==> config.mk <==
export PLATFORM = sky130hd
export DESIGN_NAME = sys_array_axis_packetizer
export DESIGN_NICKNAME = d
export VERILOG_FILES = /design/src/rtl/sys_array_axis_packetizer.sv
export SDC_FILE = /design/constraint.sdc
export NUM_CORES = 2
export LEC_CHECK = 0
export CAP_MARGIN = 5
export CORE_AREA = 2 2 460 462
export DETAILED_ROUTE_END_ITERATION = 16
export DIE_AREA = 0 0 462 464
export REMOVE_ABC_BUFFERS = 1
export SETUP_SLACK_MARGIN = 0.1
export SYNTH_ARGS = -nofsm -noshare
export SYNTH_HDL_FRONTEND = slang
export SYNTH_SLANG_ARGS = --single-unit
==> constraint.sdc <==
create_clock -name aclk -period 44.1 [get_ports aclk]
set_input_delay 4.41 -clock aclk [delete_from_list [all_inputs] [get_ports aclk]]
set_output_delay 4.41 -clock aclk [all_outputs]
set_load 0.02 [all_outputs]
==> src/rtl/sys_array_axis_packetizer.sv <==
`default_nettype none
// ============================================================================
// Module   : sys_array_axis_packetizer
// Purpose  : Passes a programmed number of AXI-Stream beats from the adder
//            FIFO to the write master. It tags the final beat with tlast and
//            pulses ctrl_done once the tagged beat has left on m_axis.
// Ports    : aclk, areset            - clock, asynchronous active-high reset
//            ctrl_start/xfer_beats   - start pulse and beat count
//            ctrl_done/ctrl_busy     - completion pulse, busy flag
//            s_axis_*                - upstream stream (tready registered)
//            m_axis_*                - downstream stream (2-entry skid buffer,
//                                      all outputs registered)
//            tlast_err               - sticky upstream tlast mismatch flag
// Options  : SYS_ARRAY_PKT_TLAST_CHECK_EN - enables the tlast_err checker.
//            Without it, tlast_err is 0 and s_axis_tlast is ignored.
// Revision : 1.0 - initial release
// ============================================================================
module sys_array_axis_packetizer #(
  parameter int C_AXIS_TDATA_WIDTH = 512,
  parameter int C_XFER_SIZE_WIDTH  = 32
) (
  input  logic                            aclk,
  input  logic                            areset,
  input  logic                            ctrl_start,
  input  logic [C_XFER_SIZE_WIDTH-1:0]    ctrl_xfer_beats,
  output logic                            ctrl_done,
  output logic                            ctrl_busy,
  input  logic                            s_axis_tvalid,
  output logic                            s_axis_tready,
  input  logic [C_AXIS_TDATA_WIDTH-1:0]   s_axis_tdata,
  input  logic [C_AXIS_TDATA_WIDTH/8-1:0] s_axis_tkeep,
  input  logic                            s_axis_tlast,
  output logic                            m_axis_tvalid,
  input  logic                            m_axis_tready,
  output logic [C_AXIS_TDATA_WIDTH-1:0]   m_axis_tdata,
  output logic [C_AXIS_TDATA_WIDTH/8-1:0] m_axis_tkeep,
  output logic                            m_axis_tlast,
  output logic                            tlast_err
);

  localparam int C_KEEP_WIDTH = C_AXIS_TDATA_WIDTH / 8;

  typedef enum logic [1:0] {
    S_IDLE  = 2'd0,
    S_RUN   = 2'd1,
    S_DRAIN = 2'd2,
    S_DONE  = 2'd3
  } state_t;

  state_t                         r_state;
  state_t                         w_state_next;
  logic [C_XFER_SIZE_WIDTH-1:0]   r_beats_left;
  logic                           r_s_ready;

  // Output stage (drives m_axis) and skid stage behind it.
  logic                           r_out_valid;
  logic [C_AXIS_TDATA_WIDTH-1:0]  r_out_data;
  logic [C_KEEP_WIDTH-1:0]        r_out_keep;
  logic                           r_out_last;
  logic                           r_skid_valid;
  logic [C_AXIS_TDATA_WIDTH-1:0]  r_skid_data;
  logic [C_KEEP_WIDTH-1:0]        r_skid_keep;
  logic                           r_skid_last;

  logic                           w_in_fire;
  logic                           w_out_fire;
  logic                           w_in_last;
  logic                           w_start_ok;
  logic [1:0]                     w_fill;
  logic [1:0]                     w_fill_next;

  assign w_in_fire   = s_axis_tvalid & r_s_ready;
  assign w_out_fire  = r_out_valid & m_axis_tready;
  // The beat taking the counter from 1 to 0 is the tagged last beat.
  assign w_in_last   = (r_beats_left == C_XFER_SIZE_WIDTH'(1));
  assign w_start_ok  = (r_state == S_IDLE) & ctrl_start;
  assign w_fill      = {1'b0, r_out_valid} + {1'b0, r_skid_valid};
  assign w_fill_next = w_fill + {1'b0, w_in_fire} - {1'b0, w_out_fire};

  // --------------------------------------------------------------------------
  // Control FSM
  // --------------------------------------------------------------------------
  always_ff @(posedge aclk or posedge areset) begin
    if (areset) begin
      r_state <= S_IDLE;
    end else begin
      r_state <= w_state_next;
    end
  end

  always_comb begin
    w_state_next = r_state;
    case (r_state)
      S_IDLE: begin
        if (ctrl_start) begin
          w_state_next = (ctrl_xfer_beats == '0) ? S_DONE : S_RUN;
        end
      end
      S_RUN: begin
        if (w_in_fire && w_in_last) begin
          w_state_next = S_DRAIN;
        end
      end
      // Only the tagged beat can carry r_out_last once RUN has ended.
      S_DRAIN: begin
        if (w_out_fire && r_out_last) begin
          w_state_next = S_DONE;
        end
      end
      S_DONE:  w_state_next = S_IDLE;
      default: w_state_next = S_IDLE;
    endcase
  end

  assign ctrl_done = (r_state == S_DONE);
  assign ctrl_busy = (r_state == S_RUN) || (r_state == S_DRAIN);

  // --------------------------------------------------------------------------
  // Remaining-beat counter and registered upstream ready
  // --------------------------------------------------------------------------
  always_ff @(posedge aclk or posedge areset) begin
    if (areset) begin
      r_beats_left <= '0;
    end else if (w_start_ok) begin
      r_beats_left <= ctrl_xfer_beats;
    end else if (w_in_fire) begin
      r_beats_left <= r_beats_left - C_XFER_SIZE_WIDTH'(1);
    end
  end

  // Ready for next cycle only if at least one buffer slot stays free; at most
  // one beat can arrive per cycle, so the skid buffer never overflows.
  always_ff @(posedge aclk or posedge areset) begin
    if (areset) begin
      r_s_ready <= 1'b0;
    end else begin
      r_s_ready <= (w_state_next == S_RUN) && (w_fill_next < 2'd2);
    end
  end

  assign s_axis_tready = r_s_ready;

  // --------------------------------------------------------------------------
  // Two-entry skid buffer
  // --------------------------------------------------------------------------
  always_ff @(posedge aclk or posedge areset) begin
    if (areset) begin
      r_out_valid  <= 1'b0;
      r_out_data   <= '0;
      r_out_keep   <= '0;
      r_out_last   <= 1'b0;
      r_skid_valid <= 1'b0;
      r_skid_data  <= '0;
      r_skid_keep  <= '0;
      r_skid_last  <= 1'b0;
    end else if (w_out_fire || !r_out_valid) begin
      if (r_skid_valid) begin
        // Oldest beat moves from skid to output; a new beat refills skid.
        r_out_valid  <= 1'b1;
        r_out_data   <= r_skid_data;
        r_out_keep   <= r_skid_keep;
        r_out_last   <= r_skid_last;
        r_skid_valid <= w_in_fire;
        if (w_in_fire) begin
          r_skid_data <= s_axis_tdata;
          r_skid_keep <= s_axis_tkeep;
          r_skid_last <= w_in_last;
        end
      end else begin
        r_out_valid <= w_in_fire;
        if (w_in_fire) begin
          r_out_data <= s_axis_tdata;
          r_out_keep <= s_axis_tkeep;
          r_out_last <= w_in_last;
        end
      end
    end else if (w_in_fire) begin
      // Output stalled: park the incoming beat in the skid slot.
      r_skid_valid <= 1'b1;
      r_skid_data  <= s_axis_tdata;
      r_skid_keep  <= s_axis_tkeep;
      r_skid_last  <= w_in_last;
    end
  end

  assign m_axis_tvalid = r_out_valid;
  assign m_axis_tdata  = r_out_data;
  assign m_axis_tkeep  = r_out_keep;
  assign m_axis_tlast  = r_out_last;

  // --------------------------------------------------------------------------
  // Optional upstream tlast checker
  // --------------------------------------------------------------------------
`ifdef SYS_ARRAY_PKT_TLAST_CHECK_EN
  logic r_tlast_err;

  always_ff @(posedge aclk or posedge areset) begin
    if (areset) begin
      r_tlast_err <= 1'b0;
    end else if (w_start_ok) begin
      r_tlast_err <= 1'b0;
    end else if (w_in_fire && (s_axis_tlast != w_in_last)) begin
      r_tlast_err <= 1'b1;
    end
  end

  assign tlast_err = r_tlast_err;
`else
  logic unused_tlast;

  assign unused_tlast = s_axis_tlast;
  assign tlast_err    = 1'b0;
`endif

endmodule
`default_nettype wire

Word level (Yosys, flattened, before mapping). Index checks and enable logic that the tools add are counted.

Div/mod/pow operators: 0. $add $sub $neg: 4. Bitwise logic cells: 3. $mul: 0. Magnitude comparators: 1. Muxes and demuxes: 26. Reductions and logical operators: 12. Shift operators: 0. Equal/unequal tests: 6.

Operators with widths (count): two-way mux 512 bit (5); two-way mux 64 bit (5); two-way mux 32 bit (2); == test 32 x 1 -> 1 bit, second input constant (1); zero test 32 bit (1); subtractor 32 x 1 -> 32 bit, second input constant (1); two-way mux 1 bit (9); two-way mux 2 bit (4); one-hot mux 2 bit (4 select lines) (1); nonzero test 2 bit (3); == test 2 x 1 -> 1 bit, second input constant (2); == test 2 bit, second input constant (2); AND 1 bit (3); logical AND 1 bit (3); adder 1 x 1 -> 2 bit (1); adder 2 x 1 -> 2 bit (1); zero test 2 bit (1); logical OR 1 bit (2); less-than comparator 2 bit, second input constant (1); inequality test 2 bit, second input constant (1); AND reduction 2 bit (1); subtractor 2 x 1 -> 2 bit (1); zero test 1 bit (1).

Input bits: 614. Register bits after elaboration: 1191. Output and inout port bits: 582. Memories kept: 0. Latch bits: 0. Bits in writable memories: 0. Memory bits (read-only): 0.

Logic depth before layout (Yosys ltp).
Depth in word-level cells: 6. Mapped depth: 11. Depth with buffers taken out: 7.

Worst setup path before layout. OpenSTA, ideal clock, no wires.

Path type: input to register. Start point: in s_axis_tvalid. End point: reg r_skid_data[0]. Library setup time: 0.125 ns. Path slack: 37.982 ns. Arrival time: 5.993 ns. Stages on the path: 7. Cells stage by stage: and2_1 > clkbuf_1 > o21ai_0 > buf_2 > clkbuf_1 > clkbuf_1 > mux2_2.

Longest elaborated chain between the ends: 4.

RTL lines: start: declaration (RTL line 28) `input logic s_axis_tvalid,`; AND 1 bit * (RTL line 72) `assign w_in_fire = s_axis_tvalid & r_s_ready;`; two-way mux 512 bit *; two-way mux 512 bit; two-way mux 512 bit *; end signal: assignment (RTL line 165) `r_skid_data <= s_axis_tdata;`; end signal: assignment (RTL line 180) `r_skid_data <= s_axis_tdata;`; end: declaration (RTL line 61) `logic [C_AXIS_TDATA_WIDTH-1:0] r_skid_data;`.

Mark *: on every way between the ends. The rest lies on a longest branch, timed or not. The select of a mux whose other input is x is not followed. A chain may end at the register's enable or synchronous reset.

Final worst setup path.
Start point: in m_axis_tready. End point: reg r_out_keep[19] (netlist: m_axis_tkeep[19]).

Longest elaborated chain between the ends: 3.

RTL lines: start: declaration (RTL line 34) `input logic m_axis_tready,`; AND 1 bit (RTL line 73) `assign w_out_fire = r_out_valid & m_axis_tready;`; logical OR 1 bit (RTL line 156) `end else if (w_out_fire || !r_out_valid) begin`; AND reduction 2 bit (no line); end signal: assignment (RTL line 161) `r_out_keep <= r_skid_keep;`; end signal: assignment (RTL line 173) `r_out_keep <= s_axis_tkeep;`; end: declaration (RTL line 58) `logic [C_KEEP_WIDTH-1:0] r_out_keep;`.

No other way between the ends.

==> impl_metrics.toml <==
[min_path]
hp-class = "reg2reg"
holdCritStartpoint = "m_axis_tdata[134]$_DFFE_PP0P_"
min_to = "m_axis_tdata[134]$_DFFE_PP0P_"
whs_path_depth = 2

[clock_network]
cts.sink_count = 1191
clk_latency_ns = 0.77
cts_setup_buffers = 0
cts.clk_slew.worst_paths_ns = 0.06
cts_buffers = 142
cts_tree = "done"
cts_hold_buf = 0
htreeDepth = 4
ctsRootBufferMaster = "clkbuf_16"
clockBufferDepth = 3
cts_resized = 0

[logic_synthesis]
postSynthAreaPerCell_um2 = 12.4
synth.distinct_cells = 42
async_flop_share = 1.00
seq_area_frac_synth = 0.602
synth_edf_count = 0
ys_ff_latch = 1191
synth_area_leaders = "dfrtp_1 (60%), mux2_2 (13%), mux2i_1 (12%), o21ai_0 (5.9%), nand2_1 (4.4%)"
synth_top_cell_by_area = "dfrtp_1"
syn_area_mm2 = 0.0495
synth.most_common_cell = "dfrtp_1"
yosysTopAreaCellShare = 0.602
synth_common_cells = "dfrtp_1 (1191), nand2_1 (587), o21ai_0 (581), mux2_2 (578), mux2i_1 (576)"
synth_warnings = 0
ys.flop_type = "dfrtp_1"
synthCells = 3984

[power_and_ir_drop]
vdd_drop_max_mv = 0.0342
fin_total_pwr_mw = 2.41
power_density_mw_per_mm2 = 34.8
p_leak_nw = 30.0

[timing]
clock-skew-final_ns = 0.0242
maxSlewHeadroom = 0.127
tightest_slew_ns = 1.31
fin_crit_ns = 8.78
finalHoldViolations = 0
max_freq_mhz = 114
post-route-period-util = 0.199
setup_viol = 0
rsz0062_at_grt = "no"
finalWorstSetupSlack_ns = 35.32
slew_viol_final = 0
finalSetupTns_ns = 0

[floorplan]
start_util = 0.237
dieArea_mm2 = 0.214
fp.coreArea_mm2 = 0.209
row_count = 168
die_h_um = 464
die_x_um = 462
io-pin-count = 1196

[critical_path]
cp_max_fo = 107
ff2ff_path_depth = 8
r2r-start = "m_axis_tvalid$_DFFE_PP0N_"
worstSetupEndpointType = "register"
crit_type = "in2reg"
r2r_end = "m_axis_tkeep[19]$_DFFE_PP0P_"
critical_path_arrival_ns = 9.39
r2r_slack_ns = 38.98
worst_setup_path_start_kind = "input port"
cp.required_ns = 44.71

[route]
wirelength_um = 168000
post_drt_wl_per_cell_um = 21.0
vias_per_cell = 4.32
ant_nets = 0
firstDrtPassIters = 5
drt_iter0_drc = 1989
vias = 34700
post-route-drc-count = 0

[run_status]
status = "finished clean"

[grt]
track_usage = 0.153
grt_overflow = 0
grt_pass1_wl_um = 244000
grt_pass1_vias = 35800
grt_start_max_net_pins = 276
antenna_found_initial = 74

[cells_and_area]
syn2layout_area_growth_pct = 39.8
nets = 5723
drive_above_1_share = 0.165
fillers = 20900

[flow_run]
drv_cap = 0

[place]
dp_worst_setup_slack_ns = 34.22
port_buffers = 1193
place_congestion = 0.867
dpl.hpwl_um = 123000
-- power breakdown --
group	total, mW	leakage [nW]	switching [mW]	internal (mW)
clock	1.21	2.36	0.486	0.726
combinational	0.105	11.0	0.0476	0.0576
sequential	1.09	16.6	0	1.09
total	2.41	30.0	0.534	1.88
-- metrics by stage --
step	hold slack, ns	util	cell area [um2]	std cells
2_1_floorplan	0.448	-	48500	3715
3_3_place_gp	0.463	0.308	64400	7761
3_5_place_dp	0.469	0.308	64400	7761
4_1_cts	0.482	0.331	69200	8009
5_1_grt	0.496	0.331	69200	8013
6_report	0.475	0.331	69200	8023
-- cells by family (layout without fill, tap and decap cells) --
group | count (synthesis) | count (layout) | synth area share
buf+inv | 277 | 1497 | 0.0219
mux | 1154 | 1154 | 0.248
flops | 1191 | 1191 | 0.602
xor+xnor | 31 | 31 | 0.00548
simple gates | 699 | 699 | 0.0575
other cells | 1 | 15 | 0.0000757
fa+ha+maj | 10 | 10 | 0.00248
compound gates | 621 | 621 | 0.0631
-- routing by layer --
metal / share of wire / global-route usage
met1: 0.41 / 0.181
met2: 0.46 / 0.244
met3: 0.10 / 0.0687
met4: 0.032 / 0.0490
met5: 0.0018 / 0
-- cell usage in the layout, fill, tap and decap left out, types with 2 or more instances in the layout --
cell type,synthesis,layout
a21oi_1,34,34
and2_1,3,3
and3_1,3,3
buf_12,0,5
buf_4,1,43
bufinv_16,0,13
clkbuf_1,229,27
clkbuf_16,0,145
clkbuf_8,0,26
clkdlybuf4s50_1,0,1193
clkinv_16,0,2
clkinv_2,0,18
clkinv_4,0,2
clkinv_8,0,2
clkinvlp_4,0,3
dfrtp_1,1191,1190
diode_2,0,14
ha_1,9,9
inv_1,8,7
inv_16,0,2
inv_6,0,8
mux2_2,578,578
mux2i_1,576,576
nand2_1,587,587
nand3_1,7,7
nand4_1,6,6
nor2_1,43,43
nor3_1,12,12
nor4_1,17,17
nor4_2,3,3
nor4b_2,2,2
o21ai_0,581,580
or3_1,5,5
or4_1,3,3
xnor2_1,20,20
xor2_1,11,11
-- layout make-up --
cell class	count	area [um2]	share of cell area
sequential	1191	29800	0.431
inverter	8	37.5	0.000542
multi-input combinational	2516	18700	0.270
timing repair buffer	1241	12400	0.179
clock inverter	50	723	0.0104
tap	2805	3510	0.0507
clock buffer	198	4090	0.0590
antenna	14	35.0	0.000506
-- sequential cells by signal, summed over array words and instances (netlist names), 2 cells and up --
signal / count
m_axis_tdata: 512
m_axis_tkeep: 64
r_beats_left: 32
r_skid_data: 512
r_skid_keep: 64
r_state: 2
-- worst max path at each step --
| stage | startpoint | end | slack [ns] |
|---|---|---|---|
| after floorplan | r_skid_valid$_DFFE_PP0P_ | r_skid_data[0]$_DFFE_PP0P_ | -106.70 |
| after global placement | areset | m_axis_tdata[21]$_DFFE_PP0P_ | 34.26 |
| after detailed placement | areset | m_axis_tdata[21]$_DFFE_PP0P_ | 34.22 |
| after CTS | areset | m_axis_tdata[21]$_DFFE_PP0P_ | 35.09 |
| after global routing | areset | m_axis_tdata[21]$_DFFE_PP0P_ | 34.57 |
| final | m_axis_tready | m_axis_tkeep[19]$_DFFE_PP0P_ | 35.32 |
-- worst max-delay path, stage by stage --
cell and delay [ns]:
clkdlybuf4s50_1 0.45, nor2b_1 0.38, o21bai_4 0.21, buf_4 0.57, buf_4 0.71, buf_4 0.70
buf_4 0.85, buf_4 0.64, o21ai_0 0.21
Power figures use the tool's default switching activity.
